<file path="config.mk">
export PLATFORM = sky130hd
export DESIGN_NAME = mem_arbiter
export DESIGN_NICKNAME = d
export VERILOG_FILES = /design/src/rtl/mips_pkg.sv /design/src/rtl/mem_arbiter.sv
export SDC_FILE = /design/constraint.sdc
export NUM_CORES = 1
export LEC_CHECK = 0
export CAP_MARGIN = 20
export CORE_MARGIN = 2
export CORE_UTILIZATION = 45
export DETAILED_ROUTE_END_ITERATION = 6
export MAX_ROUTING_LAYER = met4
export PLACE_DENSITY = 0.86
export REMOVE_ABC_BUFFERS = 1
export SYNTH_ARGS = -nofsm -noshare
export SYNTH_HDL_FRONTEND = slang
export SYNTH_SLANG_ARGS = --single-unit
export TNS_END_PERCENT = 30
</file>
<file path="constraint.sdc">
create_clock -name clk -period 4.59 [get_ports clk]
set_input_delay 0.918 -clock clk [delete_from_list [all_inputs] [get_ports clk]]
set_output_delay 0.918 -clock clk [all_outputs]
set_load 0.02 [all_outputs]
</file>
<file path="src/rtl/mips_pkg.sv">
// rtl/mips_pkg.sv - shared state encoding and default limits for the memory arbiter
package mips_pkg;

    typedef enum logic [2:0] {
        IDLE    = 3'd0,
        BUSY_IF = 3'd1,
        BUSY_DM = 3'd2,
        RESP_IF = 3'd3,
        RESP_DM = 3'd4
    } arb_state_t;

    localparam int STARVE_MAX_DEFAULT = 4;
    localparam int TIMEOUT_DEFAULT    = 255;

endpackage

</file>
<file path="src/rtl/mem_arbiter.sv">
// rtl/mem_arbiter.sv - fetch/data arbiter onto one memory port with starvation guard and timeout
module mem_arbiter
    import mips_pkg::*;
#(
    parameter int STARVE_MAX = STARVE_MAX_DEFAULT,
    parameter int TIMEOUT    = TIMEOUT_DEFAULT
) (
    input  logic        clk,
    input  logic        reset,
    input  logic        if_req,
    input  logic [31:0] if_addr,
    output logic [31:0] if_rdata,
    output logic        if_ready,
    input  logic        dm_req,
    input  logic        dm_we,
    input  logic [31:0] dm_addr,
    input  logic [31:0] dm_wdata,
    output logic [31:0] dm_rdata,
    output logic        dm_ready,
    output logic        mem_req,
    output logic        mem_we,
    output logic [31:0] mem_addr,
    output logic [31:0] mem_wdata,
    input  logic [31:0] mem_rdata,
    input  logic        mem_ready,
    output logic        stall,
    output logic        err
);

    localparam int SW = (STARVE_MAX > 0) ? $clog2(STARVE_MAX + 1) : 1;
    localparam int BW = (TIMEOUT > 0) ? $clog2(TIMEOUT + 1) : 1;

    arb_state_t    state;
    logic [SW-1:0] starve_cnt;
    logic [BW-1:0] busy_cnt;
    logic          grant_if;
    logic          grant_dm;
    logic          starved;
    logic          timed_out;

    // Data normally wins; a fetch that has watched STARVE_MAX data grants goes first.
    always_comb begin
        starved   = (starve_cnt == SW'(STARVE_MAX));
        grant_if  = if_req && (!dm_req || starved);
        grant_dm  = dm_req && !grant_if;
        timed_out = (busy_cnt == BW'(TIMEOUT));
    end

    assign mem_req  = (state == BUSY_IF) || (state == BUSY_DM);
    assign if_ready = (state == RESP_IF);
    assign dm_ready = (state == RESP_DM);
    assign stall    = (if_req & ~if_ready) | (dm_req & ~dm_ready);

    always_ff @(posedge clk) begin
        if (!reset) begin
            state      <= IDLE;
            starve_cnt <= '0;
            busy_cnt   <= '0;
            mem_we     <= 1'b0;
            mem_addr   <= '0;
            mem_wdata  <= '0;
            if_rdata   <= '0;
            dm_rdata   <= '0;
            err        <= 1'b0;
        end else begin
            err <= 1'b0;
            case (state)
                IDLE: begin
                    if (grant_if) begin
                        state      <= BUSY_IF;
                        mem_we     <= 1'b0;
                        mem_addr   <= if_addr;
                        mem_wdata  <= '0;
                        busy_cnt   <= '0;
                        starve_cnt <= '0;
                    end else if (grant_dm) begin
                        state     <= BUSY_DM;
                        mem_we    <= dm_we;
                        mem_addr  <= dm_addr;
                        mem_wdata <= dm_wdata;
                        busy_cnt  <= '0;
                        if (if_req && !starved)
                            starve_cnt <= starve_cnt + 1'b1;
                    end
                end
                BUSY_IF, BUSY_DM: begin
                    // A completion in the timeout cycle still counts as a normal completion.
                    if (mem_ready) begin
                        state <= (state == BUSY_IF) ? RESP_IF : RESP_DM;
                        if (state == BUSY_IF)
                            if_rdata <= mem_rdata;
                        else if (!mem_we)
                            dm_rdata <= mem_rdata;
                    end else if (timed_out) begin
                        state <= (state == BUSY_IF) ? RESP_IF : RESP_DM;
                        err   <= 1'b1;
                    end else begin
                        busy_cnt <= busy_cnt + 1'b1;
                    end
                end
                RESP_IF, RESP_DM: state <= IDLE;
                default:          state <= IDLE;
            endcase
        end
    end

endmodule

</file>
# After elaboration in Yosys (flattened, before gate mapping)

Cells that the tools add are included.

Bits in registers: 144
Output and inout port bits: 134
Logic and storage cells: 71

Add/subtract/negate cells: 2
Eq/ne operators: 10
Muxes and demuxes: 21
Bitwise gates (word level): 9
Reduce and logical (&&, ||, !) cells: 20

Operator list:

| kind                                                 | number |
|---|---|
| two-way mux 32 bit                                   | 4 |
| two-way mux 8 bit                                    | 4 |
| two-way mux 3 bit                                    | 8 |
| case mux 8 bit (2 select lines)                      | 1 |
| adder 8 x 1 -> 8 bit (second input constant)         | 1 |
| equality test 8 bit (second input constant)          | 1 |
| AND reduction 4 bit                                  | 2 |
| equality test 3 x 2 -> 1 bit (second input constant) | 2 |
| equality test 3 bit (second input constant)          | 2 |
| inequality test 3 bit (second input constant)        | 2 |
| inverter 1 bit                                       | 6 |
| case mux 3 bit (2 select lines)                      | 1 |
| AND reduction 3 bit                                  | 2 |
| nonzero test 2 bit                                   | 3 |
| inequality test 2 bit (second input constant)        | 2 |
| AND reduction 2 bit                                  | 2 |
| adder 3 x 1 -> 3 bit (second input constant)         | 1 |
| equality test 3 x 1 -> 1 bit (second input constant) | 1 |
| logical AND 1 bit                                    | 3 |
| zero test 1 bit                                      | 3 |
| zero test 3 bit                                      | 1 |
| two-way mux 1 bit                                    | 3 |
| OR reduction 3 bit                                   | 1 |
| bitwise AND 1 bit                                    | 2 |
| 3 further kinds                                      | 4 |

# Depth between registers and ports, before layout

Depth in word-level cells: 8
Mapped depth: 7
Depth with buffers taken out: 6

# Worst setup path before layout

Ideal clock, no wire load.

Path kind: input to output
Start: input port if_req
End: output port stall
Arrival time: 1546 ps
Slack: 2126 ps
Stages: 3
Buffers on the path: 1
Cell sequence: buf_2 > inv_1 > o22ai_1

Cells in the longest elaborated chain, start to end: 2

RTL lines:

| what              | RTL line          | RTL |
|---|---|---|
| from (decl)       | mem_arbiter.sv:10 | `input logic if_req,` |
| bitwise AND 1 bit | mem_arbiter.sv:52 | `assign stall = (if_req & ~if_ready) \| (dm_req & ~dm_ready);` |
| bitwise OR 1 bit  | mem_arbiter.sv:52 |  |
| to (decl)         | mem_arbiter.sv:26 | `output logic stall,` |

Every way passes these cells.

# Worst setup path after layout

Same ends and word-level chain as after synthesis.

==> key figures <==
Run status
  – Status: complete, no violations

Timing
  – Final hold vios: 0
  – Crit share post-route: 76.47%
  – RSZ-0062 raised after global routing: no
  – Worst-Margin Slew: between 1000 and 1500 ps
  – Setup TNS: 0 ps
  – Slew margin rel.: roughly a third
  – Max Fclk: between 0.2 and 0.3 GHz
  – Clock Skews: 6.116 ps
  – Final setup viols: 0
  – Slew Limit Fails: 0
  – WHS: ~450 ps
  – Minimum clock period: 3510 ps

GRT
  – Gr ovfl total: 0
  – Largest net degree at the start of global routing: 50
  – Total Routing Usage GR: between 20% and 30%
  – Initial antenna violation count: 0
  – First-pass GRT wire length: about 27,000 µm
  – Vias in the first global route: 5,461

Synthesis
  – Simple-gate share of the synthesized area: approximately 17%
  – Average size of a mapped cell: approximately 9.0 µm²
  – Yosys warns: 0
  – Flops & latches, synth: approximately 140
  – Largest area contributor in the synthesized netlist: dfxtp_1
  – Mapped Cells: ~640
  – Synth Flop Type: dfxtp_1
  – EDFF count, synth: 0
  – Synth top area share: about half
  – Ranking of synthesized cells by area: dfxtp_1 (50%), nand2_1 (9.0%), a21oi_1 (8.7%)
  – Largest family of logic cells by synthesized area: compound AO/OA/AOI/OAI gates
  – Register area share after synthesis: approximately half
  – Adder-Cell Fraction of Synth Area: less than 1%
  – Post-synthesis mux area share: 5.698%
  – Netlist Area Pre-Place: just under 0.006 mm²
  – Complex-gate fraction of the synthesized area: 21.97%
  – Asr flop ratio synth: 0%
  – Post-Synth XOR/XNOR Area: 0.3022%
  – Post-synth cell types: 47

Cells and area
  – Area grow syn2layout: 57.26%
  – Final-layout fill cell count: 994
  – # diodes: 0
  – Share of cells above drive strength 1: 12.65%
  – # nets final: between 1,000 and 1,500
  – Post-route insts no fill: between 1,000 and 1,500
  – Final instance area: ~0.0091 mm²

Critical path
  – Cell repeated most along the worst path: clkdlybuf4s50_1
  – Crit-path leading delay family: buffers and inverters
  – Crit end category: primary output
  – R2R depth: 5
  – CP required: approximately 3700 ps
  – Crit path DAT: 2590 ps
  – Crit-path cells: clkdlybuf4s50_1 -> inv_1 -> o22ai_1 -> clkdlybuf4s50_1
  – Worst r2r src: state[0]$_SDFFE_PN0P_
  – CP max stage delay: 700 ps
  – RR Endpoint: mem_addr[27]$_SDFFE_PN0P_
  – Crit-path slowest cell: clkdlybuf4s50_1
  – Worst path bufs/invs: 3
  – Startpoint types: input pin
  – Reg2reg setup slack: ~2400 ps
  – Crit Path Max Fanout: 8
  – WS Path Type: in -> out

Power and ir drop
  – Pwr dens: around 380 mW/mm²
  – Overall Power: 3421 µW
  – Peak VDD IR: ~0.00027 V
  – LEAKAGE: between 0.003 and 0.004 µW

Clock network
  – Clock Latency Late Sink: 430 ps
  – CTS max path bufs: 2
  – # Post-CTS Setup Buffers: 0
  – CTS clk-pin slew, worst paths: roughly 60 ps
  – Root Driver: clkbuf_16
  – Number of buffers created by CTS: 17
  – Clock sinks: between 100 and 150
  – CTS tree: yes
  – Hold Buf Count CTS: 0
  – Post_cts resized: 0
  – Htree depth: 4

Placed design
  – GPL Wtd Cong: around 0.87
  – Dpl cells: between 1,000 and 1,500
  – Port Buf Inserts: ~270
  – DP Area: about 0.0085 mm²
  – Hpwl dp: around 12,000 µm

Detailed routing
  – Final wirelength: approximately 17,000 µm
  – Via count: 5,500
  – Routed vias/inst: 5.126
  – # DRC: 0
  – Pre-Repair DR Iteration Count: 5
  – Top Layer Used: met4
  – Antenna-violating nets left: 0
  – Detailed-route wire length per cell: between 15 and 20 µm
  – Initial drt markers: roughly 420
  – Routed length on met2: 8596 µm
  – DR WL met3: 1035 µm
  – DRT met1 WL: 6816 µm

Floorplanning
  – Row cnt: between 40 and 50
  – Die H: ~120 µm
  – Top Ports: approximately 270
  – Placeable Area: around 0.013 mm²
  – Die W: 117.5 µm
  – Die area: around 0.014 mm²
  – Starting Density: 45.93%

Hold path
  – Worst hold endpoint: if_rdata[12]$_SDFFE_PN0P_
  – Hold path depth: 2
  – Hold Path Class: reg -> reg
  – Min-delay src: if_rdata[12]$_SDFFE_PN0P_

Run
  – Max Cap Violations: 0
==> placed cells by master, fill, tap and decap left out, drive strengths merged, types with 2 or more instances in the layout <==
cell type and n:
clkbuf 19, mux2i 33, nor2b 2, nor3 3, xnor2 2, or3 2
clkinvlp 6, and2 4, nand4b 4, and3 2, nand3 5, ha 3
buf 10, dfxtp 144, o21ai 39, a22oi 33, a211oi 2, a211o 2
nand2 139, clkinv 5, bufinv 2, clkdlybuf4s50 267, o22ai 3, nor4b 2
nor4 3, a21oi 102, o221a 4, nor2 39, inv 7
==> worst register-to-register path: cells and delay by family (launching register included) <==
family / cells / cell delay [ps]
AO/OA/AOI/OAI: 3 / 900
buffers and inverters: 1 / 390
flip-flops: 1 / 410
AND/OR/NAND/NOR: 1 / 440
==> power breakdown <==
part | internal [µW] | leakage (µW) | switching [µW]
clock | 826 | 0.000273 | 533
sequential | 1330 | 0.00118 | 49.0
combinational | 328 | 0.00187 | 352
total | 2490 | 0.00332 | 934
==> layer usage <==
layer / track usage (%) / vias up
li1: - / 2703
met1: 26.85 / 2554
met2: 42.65 / 198
met3: 7.025 / 45
met4: 11.97 / 0
met5: - / -
==> cells by family after synthesis <==
group / after synthesis
fa+ha+maj: 3
mux: 33
buf+inv: 58
compound gates: 191
simple gates: 212
xor+xnor: 2
flops: 144
==> stage by stage <==
step	setup WS (ps)	util (%)
after floorplan	962.0	-
after global placement	1093	67.56
after detailed placement	1088	67.56
after CTS	1085	72.24
after global routing	977.9	72.24
final	1080	72.24
==> how the worst max path moves through the flow <==
stage                 from                     to  cells after the start
CTS                 if_req                  stall                      4
floorplan            reset  state[1]$_SDFFE_PN0P_                      3
finish              if_req                  stall                      4
detailed placement  if_req                  stall                      4
global placement    if_req                  stall                      4
global route        if_req                  stall                      4
==> flip-flops by register name (all words and copies together), names as in the netlist <==
register / count
err: 1
busy_cnt: 8
mem_addr: 32
dm_rdata: 32
mem_we: 1
mem_wdata: 32
if_rdata: 32
state: 3
starve_cnt: 3
==> cells in the mapped netlist (2+ instances only) <==
| master | n |
|---|---|
| a211o_1 | 2 |
| a21oi_1 | 101 |
| a22oi_1 | 3 |
| a22oi_2 | 30 |
| and2_1 | 4 |
| and3_1 | 2 |
| buf_2 | 16 |
| buf_6 | 5 |
| clkbuf_1 | 29 |
| dfxtp_1 | 144 |
| ha_1 | 3 |
| inv_1 | 6 |
| mux2i_1 | 33 |
| nand2_1 | 139 |
| nand3_1 | 5 |
| nand4b_1 | 4 |
| nor2_1 | 9 |
| nor2_2 | 30 |
| nor2b_1 | 2 |
| nor3_1 | 3 |
| nor4_1 | 3 |
| nor4b_1 | 2 |
| o21ai_0 | 38 |
| o221a_2 | 4 |
| o22ai_1 | 3 |
| xnor2_1 | 2 |
==> layout make-up <==
class	count	area [µm²]	area share [%]
Clock inverter	13	137.6	1.510
Tap cell	172	215.2	2.361
Clock buffer	19	452.9	4.968
Multi-Input combinational cell	441	2653	29.10
Inverter	7	27.53	0.3019
Sequential cell	144	2883	31.62
Timing Repair Buffer	277	2748	30.14
No activity file was read; power rests on OpenSTA's default activity.
